[src/rtl/lsu_access_ctrl_if.sv]
`default_nettype none
// ============================================================================
// Module  : lsu_access_ctrl_if
// Brief   : Request/response and word-memory port bundle for lsu_access_ctrl.
// Revision: 1.0 - initial release
// ============================================================================
interface lsu_access_ctrl_if #(
    parameter int ADDR_W = 16
);
    logic              req_valid;
    logic              req_ready;
    logic [31:0]       req_base;
    logic [31:0]       req_offset;
    logic              req_store;
    logic [1:0]        req_size;
    logic              req_unsigned;
    logic [31:0]       req_wdata;
    logic              resp_valid;
    logic [31:0]       resp_rdata;
    logic              resp_misalign;
    logic [ADDR_W-1:0] mem_addr;
    logic              mem_we;
    logic [31:0]       mem_wdata;
    logic [31:0]       mem_rdata;

    // Execute stage plus memory: issues requests, returns read data
    modport master (
        output req_valid, req_base, req_offset, req_store, req_size,
               req_unsigned, req_wdata, mem_rdata,
        input  req_ready, resp_valid, resp_rdata, resp_misalign,
               mem_addr, mem_we, mem_wdata
    );

    modport slave (
        input  req_valid, req_base, req_offset, req_store, req_size,
               req_unsigned, req_wdata, mem_rdata,
        output req_ready, resp_valid, resp_rdata, resp_misalign,
               mem_addr, mem_we, mem_wdata
    );
endinterface
`default_nettype wire

[src/rtl/lsu_access_ctrl.sv]
`default_nettype none
// ============================================================================
// Module  : lsu_access_ctrl
// Brief   : Single-outstanding load/store controller for a word-wide memory;
//           sub-word stores by read-modify-write, loads sign/zero-extended.
// Revision: 1.0 - initial release
// ============================================================================
module lsu_access_ctrl #(
    parameter int ADDR_W = 16
) (
    input  wire logic        clk,
    input  wire logic        rst_n,
    lsu_access_ctrl_if.slave bus
);
    localparam logic [2:0] ST_IDLE = 3'd0;
    localparam logic [2:0] ST_RD   = 3'd1;
    localparam logic [2:0] ST_CAP  = 3'd2;
    localparam logic [2:0] ST_WR   = 3'd3;
    localparam logic [2:0] ST_RESP = 3'd4;

    logic [2:0]        state_q, state_d;
    logic              req_ready_q, req_ready_d;
    logic              resp_valid_q, resp_valid_d;
    logic              resp_misalign_q, resp_misalign_d;
    logic [31:0]       resp_rdata_q, resp_rdata_d;
    logic [ADDR_W-1:0] mem_addr_q, mem_addr_d;
    logic              mem_we_q, mem_we_d;
    logic [31:0]       mem_wdata_q, mem_wdata_d;
    logic              store_q, store_d;
    logic [1:0]        size_q, size_d;
    logic              unsigned_q, unsigned_d;
    logic [1:0]        lane_q, lane_d;
    logic [15:0]       wdata_lo_q, wdata_lo_d;

    logic [31:0] ea;
    logic        ea_unused;
    logic        accept;
    logic        misalign;
    logic [7:0]  rd_byte;
    logic [15:0] rd_half;
    logic [31:0] load_val;
    logic [31:0] merge_val;

    assign ea        = bus.req_base + bus.req_offset;
    // Byte address bits above the memory window simply alias
    assign ea_unused = ^ea[31:ADDR_W+2];
    assign accept    = bus.req_valid & req_ready_q;
    assign misalign  = (bus.req_size == 2'b11)
                     | ((bus.req_size == 2'b01) & ea[0])
                     | ((bus.req_size == 2'b10) & (ea[1:0] != 2'b00));

    assign rd_byte = 8'(bus.mem_rdata >> {lane_q, 3'b000});
    assign rd_half = lane_q[1] ? bus.mem_rdata[31:16] : bus.mem_rdata[15:0];

    always_comb begin
        case (size_q)
            2'b00:   load_val = {{24{~unsigned_q & rd_byte[7]}}, rd_byte};
            2'b01:   load_val = {{16{~unsigned_q & rd_half[15]}}, rd_half};
            default: load_val = bus.mem_rdata;
        endcase
    end

    always_comb begin
        merge_val = bus.mem_rdata;
        if (size_q == 2'b00) begin
            merge_val[{lane_q, 3'b000} +: 8] = wdata_lo_q[7:0];
        end else begin
            merge_val[{lane_q[1], 4'b0000} +: 16] = wdata_lo_q;
        end
    end

    always_comb begin
        state_d         = state_q;
        resp_valid_d    = 1'b0;
        resp_misalign_d = 1'b0;
        resp_rdata_d    = 32'h0;
        mem_we_d        = 1'b0;
        mem_addr_d      = mem_addr_q;
        mem_wdata_d     = mem_wdata_q;
        store_d         = store_q;
        size_d          = size_q;
        unsigned_d      = unsigned_q;
        lane_d          = lane_q;
        wdata_lo_d      = wdata_lo_q;
        case (state_q)
            ST_IDLE: begin
                if (accept) begin
                    mem_addr_d = ea[ADDR_W+1:2];
                    store_d    = bus.req_store;
                    size_d     = bus.req_size;
                    unsigned_d = bus.req_unsigned;
                    lane_d     = ea[1:0];
                    wdata_lo_d = bus.req_wdata[15:0];
                    if (misalign) begin
                        state_d         = ST_RESP;
                        resp_valid_d    = 1'b1;
                        resp_misalign_d = 1'b1;
                    end else if (bus.req_store && (bus.req_size == 2'b10)) begin
                        state_d     = ST_WR;
                        mem_we_d    = 1'b1;
                        mem_wdata_d = bus.req_wdata;
                    end else begin
                        state_d = ST_RD;
                    end
                end
            end
            ST_RD: state_d = ST_CAP;
            ST_CAP: begin
                // Read data is valid this cycle; consume it on the way out
                if (store_q) begin
                    state_d     = ST_WR;
                    mem_we_d    = 1'b1;
                    mem_wdata_d = merge_val;
                end else begin
                    state_d      = ST_RESP;
                    resp_valid_d = 1'b1;
                    resp_rdata_d = load_val;
                end
            end
            ST_WR: begin
                state_d      = ST_RESP;
                resp_valid_d = 1'b1;
            end
            default: state_d = ST_IDLE;
        endcase
        req_ready_d = (state_d == ST_IDLE);
    end

    always_ff @(posedge clk or negedge rst_n) begin
        if (!rst_n) begin
            state_q         <= ST_IDLE;
            req_ready_q     <= 1'b0;
            resp_valid_q    <= 1'b0;
            resp_misalign_q <= 1'b0;
            resp_rdata_q    <= 32'h0;
            mem_addr_q      <= '0;
            mem_we_q        <= 1'b0;
            mem_wdata_q     <= 32'h0;
            store_q         <= 1'b0;
            size_q          <= 2'b00;
            unsigned_q      <= 1'b0;
            lane_q          <= 2'b00;
            wdata_lo_q      <= 16'h0;
        end else begin
            state_q         <= state_d;
            req_ready_q     <= req_ready_d;
            resp_valid_q    <= resp_valid_d;
            resp_misalign_q <= resp_misalign_d;
            resp_rdata_q    <= resp_rdata_d;
            mem_addr_q      <= mem_addr_d;
            mem_we_q        <= mem_we_d;
            mem_wdata_q     <= mem_wdata_d;
            store_q         <= store_d;
            size_q          <= size_d;
            unsigned_q      <= unsigned_d;
            lane_q          <= lane_d;
            wdata_lo_q      <= wdata_lo_d;
        end
    end

    assign bus.req_ready     = req_ready_q;
    assign bus.resp_valid    = resp_valid_q;
    assign bus.resp_misalign = resp_misalign_q;
    assign bus.resp_rdata    = resp_rdata_q;
    assign bus.mem_addr      = mem_addr_q;
    assign bus.mem_we        = mem_we_q;
    assign bus.mem_wdata     = mem_wdata_q;
endmodule
`default_nettype wire

[src/flat_wrapper.sv]
// flat-port wrapper written by rule: the top's interface ports become plain ports
module lsu_access_ctrl_flat 
#(
    parameter int ADDR_W = 16
)
  (clk, rst_n, bus_req_valid, bus_req_base, bus_req_offset, bus_req_store, bus_req_size, bus_req_unsigned, bus_req_wdata, bus_mem_rdata, bus_req_ready, bus_resp_valid, bus_resp_rdata, bus_resp_misalign, bus_mem_addr, bus_mem_we, bus_mem_wdata);
  lsu_access_ctrl_if #(.ADDR_W(ADDR_W)) bus_i ();
  input  wire logic clk;
  input  wire logic rst_n;
  input wire logic [$bits(bus_i.req_valid)-1:0] bus_req_valid;
  input wire logic [$bits(bus_i.req_base)-1:0] bus_req_base;
  input wire logic [$bits(bus_i.req_offset)-1:0] bus_req_offset;
  input wire logic [$bits(bus_i.req_store)-1:0] bus_req_store;
  input wire logic [$bits(bus_i.req_size)-1:0] bus_req_size;
  input wire logic [$bits(bus_i.req_unsigned)-1:0] bus_req_unsigned;
  input wire logic [$bits(bus_i.req_wdata)-1:0] bus_req_wdata;
  input wire logic [$bits(bus_i.mem_rdata)-1:0] bus_mem_rdata;
  output wire logic [$bits(bus_i.req_ready)-1:0] bus_req_ready;
  output wire logic [$bits(bus_i.resp_valid)-1:0] bus_resp_valid;
  output wire logic [$bits(bus_i.resp_rdata)-1:0] bus_resp_rdata;
  output wire logic [$bits(bus_i.resp_misalign)-1:0] bus_resp_misalign;
  output wire logic [$bits(bus_i.mem_addr)-1:0] bus_mem_addr;
  output wire logic [$bits(bus_i.mem_we)-1:0] bus_mem_we;
  output wire logic [$bits(bus_i.mem_wdata)-1:0] bus_mem_wdata;
  assign bus_i.req_valid = bus_req_valid;
  assign bus_i.req_base = bus_req_base;
  assign bus_i.req_offset = bus_req_offset;
  assign bus_i.req_store = bus_req_store;
  assign bus_i.req_size = bus_req_size;
  assign bus_i.req_unsigned = bus_req_unsigned;
  assign bus_i.req_wdata = bus_req_wdata;
  assign bus_i.mem_rdata = bus_mem_rdata;
  assign bus_req_ready = bus_i.req_ready;
  assign bus_resp_valid = bus_i.resp_valid;
  assign bus_resp_rdata = bus_i.resp_rdata;
  assign bus_resp_misalign = bus_i.resp_misalign;
  assign bus_mem_addr = bus_i.mem_addr;
  assign bus_mem_we = bus_i.mem_we;
  assign bus_mem_wdata = bus_i.mem_wdata;
  lsu_access_ctrl #(.ADDR_W(ADDR_W)) u_core (.clk(clk), .rst_n(rst_n), .bus(bus_i));
endmodule
[config.mk]
export PLATFORM = sky130hd
export DESIGN_NAME = lsu_access_ctrl_flat
export DESIGN_NICKNAME = d
export VERILOG_FILES = /design/src/rtl/lsu_access_ctrl_if.sv /design/src/rtl/lsu_access_ctrl.sv /design/src/flat_wrapper.sv
export SDC_FILE = /design/constraint.sdc
export NUM_CORES = 1
export LEC_CHECK = 0
export BUFFER_PORTS_ARGS = -buffer_cell sky130_fd_sc_hd__buf_4
export CAP_MARGIN = 20
export CORE_ASPECT_RATIO = 0.5
export CORE_UTILIZATION = 30
export DETAILED_ROUTE_END_ITERATION = 10
export HOLD_SLACK_MARGIN = 0.02
export PLACE_DENSITY_LB_ADDON = 0.1
export SLEW_MARGIN = 20
export SYNTH_ARGS = -nofsm -noshare
export SYNTH_HDL_FRONTEND = slang
export SYNTH_SLANG_ARGS = --single-unit
[constraint.sdc]
create_clock -name clk -period 2.2 [get_ports clk]
set_clock_uncertainty 0.15 [all_clocks]
set_input_delay 0.33 -clock clk [delete_from_list [all_inputs] [get_ports clk]]
set_output_delay 0.33 -clock clk [all_outputs]
set_load 0.005 [all_outputs]
==> impl_metrics.csv <==
group,metric,value,unit
clock_network,clk_latency,0.35,ns
floorplan,fp.dieH,100,um
detailed_routing,ant_nets,0,
timing,period_share,94.5,%
power,seq_power_share,34.0,%
critical_path,cp-end-kind,"register",
critical_path,path_buf_inv,1,
yosys,synth_cell_types,47,
clock_network,cts_tree,"yes",
power,swShare,41.3,%
critical_path,critPathKind,"reg2reg",
power,powerDensity,1180,nW/um^2
placed_design,place_ws,-0.339,ns
run,maxCapViolations,0,
layout,drive_above_1_share,33.1,%
clock_network,cts_sinks,109,
power,ir_drop,0.000507,V
yosys,synth_edf_count,0,
timing,post-route-min-period,2.08,ns
grt,overflow,0,
timing,slew_headroom,42.0,%
power,power.total,9640,uW
yosys,ys_seq_area_share,47.1,%
critical_path,required,2.31,ns
grt,grt_util_all_layers,20.4,%
yosys,netlist_area,5790,sq um
yosys,yosysWarnings,0,
layout,area_growth,41.4,%
floorplan,die_area,19900,sq um
timing,setup_viol,0,
critical_path,path_delay_family,"simple AND/OR/NAND/NOR gates",
yosys,synth_async_sr_flop_share,100,%
yosys,synth_nets,800,
critical_path,worstPathCellList,"nand2_1 > or4_4 > nor4_4 > a21oi_4 > buf_4 > o31ai_2",
floorplan,core-area,18700,sq um
detailed_routing,viasPerCell,5.06,
grt,grt_pass1_vias,5596,
yosys,syn_area_per_cell,9.01,sq um
worst_hold_path,min-delay-path-class,"in2reg",
floorplan,dieWidth,198,um
critical_path,critPathMaxStageDelay,0.46,ns
power,power.internal,5660,uW
placed_design,place.gp.congestion,0.839,
timing,tightest_slew,0.863,ns
grt,antenna_found_initial,0,
timing,finalWorstSetupSlack,0.121,ns
run_status,status,"complete, no violations",
floorplan,rows,35,
clock_network,clkTransAtPathRegs,0.08,ns
grt,grt_max_degree,53,
critical_path,crit_fanout,18,
timing,fmax,0.481,GHz
detailed_routing,first_pass_iters,7,
critical_path,critPathLaunchType,"register",
layout,diodes,0,
critical_path,crit_arrival,2.18,ns
detailed_routing,drc_errors,0,
clock_network,clockRootBuffer,"clkbuf_16",
floorplan,io_pins,219,
placed_design,io_buffer_count,190,
detailed_routing,vias,5693,
yosys,synth_cells,642,
yosys,ys_ff_latch,109,
yosys,synth-main-ff-cell,"dfrtp_1",
power,switchingPower,3980,uW
detailed_routing,initialDrtViolationCount,433,
clock_network,htree_levels,3,
layout,fin_nets,1019,
detailed_routing,wl,20200,um
power,combPwrFrac,49.7,%
detailed_routing,wl_per_cell,17.9,um
clock_network,post_cts_buffers,0,
grt,grt_pass1_wl,31100,um
clock_network,cts_buffers,9,
placed_design,post-dp-hpwl,15600,um
power,leakagePower,0.00414,uW
timing,hold_slack,0.0339,ns
critical_path,cpMaxStageDelayCell,"or4_4",
clock_network,clock_path_buffers,2,
timing,report.final.slew_viol_count,0,
timing,finalHoldViolCount,0,
floorplan,initial_utilization,31.0,%
power,clock_power_share,16.2,%
## metrics by stage
step | cells | util, % | TNS (ns) | instance area [sq um]
2_1_floorplan | 642 | - | -0.120 | 5810
6_report | 1124 | 43.8 | 0 | 8180
3_3_place_gp | 1107 | 42.0 | -9.49 | 7830
4_1_cts | 1124 | 43.6 | 0 | 8130
5_1_grt | 1124 | 43.8 | -0.00403 | 8180
3_5_place_dp | 1107 | 42.0 | -10.73 | 7830
## placed cells by master, fill, tap and decap left out, types with 6 or more instances in the layout
cell type	count
dfrtp_1	109
o21ai_1	9
clkbuf_16	9
inv_1	27
a222oi_1	23
a211oi_1	9
buf_4	244
a21oi_1	47
xor2_1	6
o21ai_0	33
ha_1	21
xnor2_1	6
o31ai_1	18
nor2_1	56
a221oi_1	24
a21o_1	17
nand2_1	134
## layer usage
layer / vias to the layer above / share of wire (%) / GRT usage [%]
li1: 2741 / - / -
met1: 2737 / 47 / 28.9
met2: 195 / 45 / 31.6
met3: 20 / 7.2 / 4.60
met4: 0 / 1.3 / 4.85
met5: - / 0 / 0
## flip-flops by register name, summed over array words and instances (netlist names)
register	cells
u_core.unsigned_q	1
u_core.bus.mem_addr	16
u_core.bus.req_ready	1
u_core.wdata_lo_q	16
u_core.bus.resp_rdata	32
u_core.state_q	3
u_core.size_q	2
u_core.bus.resp_valid	1
u_core.bus.mem_wdata	32
u_core.store_q	1
u_core.bus.mem_we	1
u_core.lane_q	2
u_core.bus.resp_misalign	1
## cell type report
class	instances	area [sq um]
multi-input combinational	463	2850
clock inverter	6	50.0
fill	1922	10500
sequential	109	2730
tap	259	324
clock buffer	9	225
timing repair buffer	248	1890
inverter	30	113
## cells by family (layout without fill, tap and decap cells)
group                      count (synthesis)  in the layout  share of synthesized area, %
and+or+nand+nor                          220            220                          15.7
AOI/OAI and AO/OA                        206            206                          24.5
DFF                                      109            109                          47.1
buffers and inverters                     70            293                          5.19
adders and majority gates                 23             23                          5.10
xor gates and xnor gates                  12             12                          1.82
muxes                                      2              2                         0.562
## cells in the mapped netlist (all sizes together), types with 2 or more instances
master,number,area share (%)
nand3,4,0.35
a21oi,50,4.4
xnor2,6,0.91
nand2,134,8.7
nand2b,2,0.22
a222oi,23,4.0
and3,4,0.43
inv,30,1.9
a31o,2,0.30
nor2,57,3.7
nor3,6,0.61
clkbuf,27,1.8
and2,3,0.32
a31oi,3,0.32
o21a,2,0.26
a221oi,24,3.6
o211ai,2,0.26
o31ai,20,2.6
nand4,2,0.22
o21ai,42,3.6
a41o,2,0.35
buf,13,1.5
a21o,17,2.2
nor4,4,0.69
xor2,6,0.91
dfrtp,109,47
o21bai,2,0.26
ha,22,4.8
a211oi,12,1.6
## path summary, 6_finish.rpt
path                                          startpoint                  endpoint  slack [ns]  depth (start not counted)
worst max-delay path                u_core.bus.req_ready  u_core.bus.mem_wdata[22]        0.12                          6
worst min-delay path                    bus_req_wdata[7]      u_core.wdata_lo_q[7]        0.03                          3
worst max register to register      u_core.bus.req_ready  u_core.bus.mem_wdata[22]        0.12                          6
worst min register to register  u_core.bus.mem_wdata[23]  u_core.bus.mem_wdata[23]        0.33                          2
max in group asynchronous                          rst_n    u_core.bus.mem_addr[5]        0.93                          3
min in group asynchronous                          rst_n  u_core.bus.mem_wdata[16]        0.34                          2
## worst min-delay path, stage by stage
cell	delay, ns
buf_4	0.08
nand2_1	0.04
nand2_1	0.05
## power groups by stage
| stage | clock network [uW] | registers, uW | logic, uW |
|---|---|---|---|
| after global routing | 1690 | 3380 | 5320 |
| final | 1560 | 3280 | 4790 |
| after CTS | 1610 | 3280 | 4720 |
| after detailed placement | 0 | 3310 | 4690 |
| after global placement | 0 | 3320 | 4640 |
| after floorplan | 0 | 3210 | 2480 |
## what timing repair did
item	4_1_cts	5_1_grt
gates resized for setup	1	15
endpoints found under the setup margin	13	27
hold endpoints to repair	35	0
hold buffers	2	0
pin swaps	1	3
No activity file was read; power rests on OpenSTA's default activity.
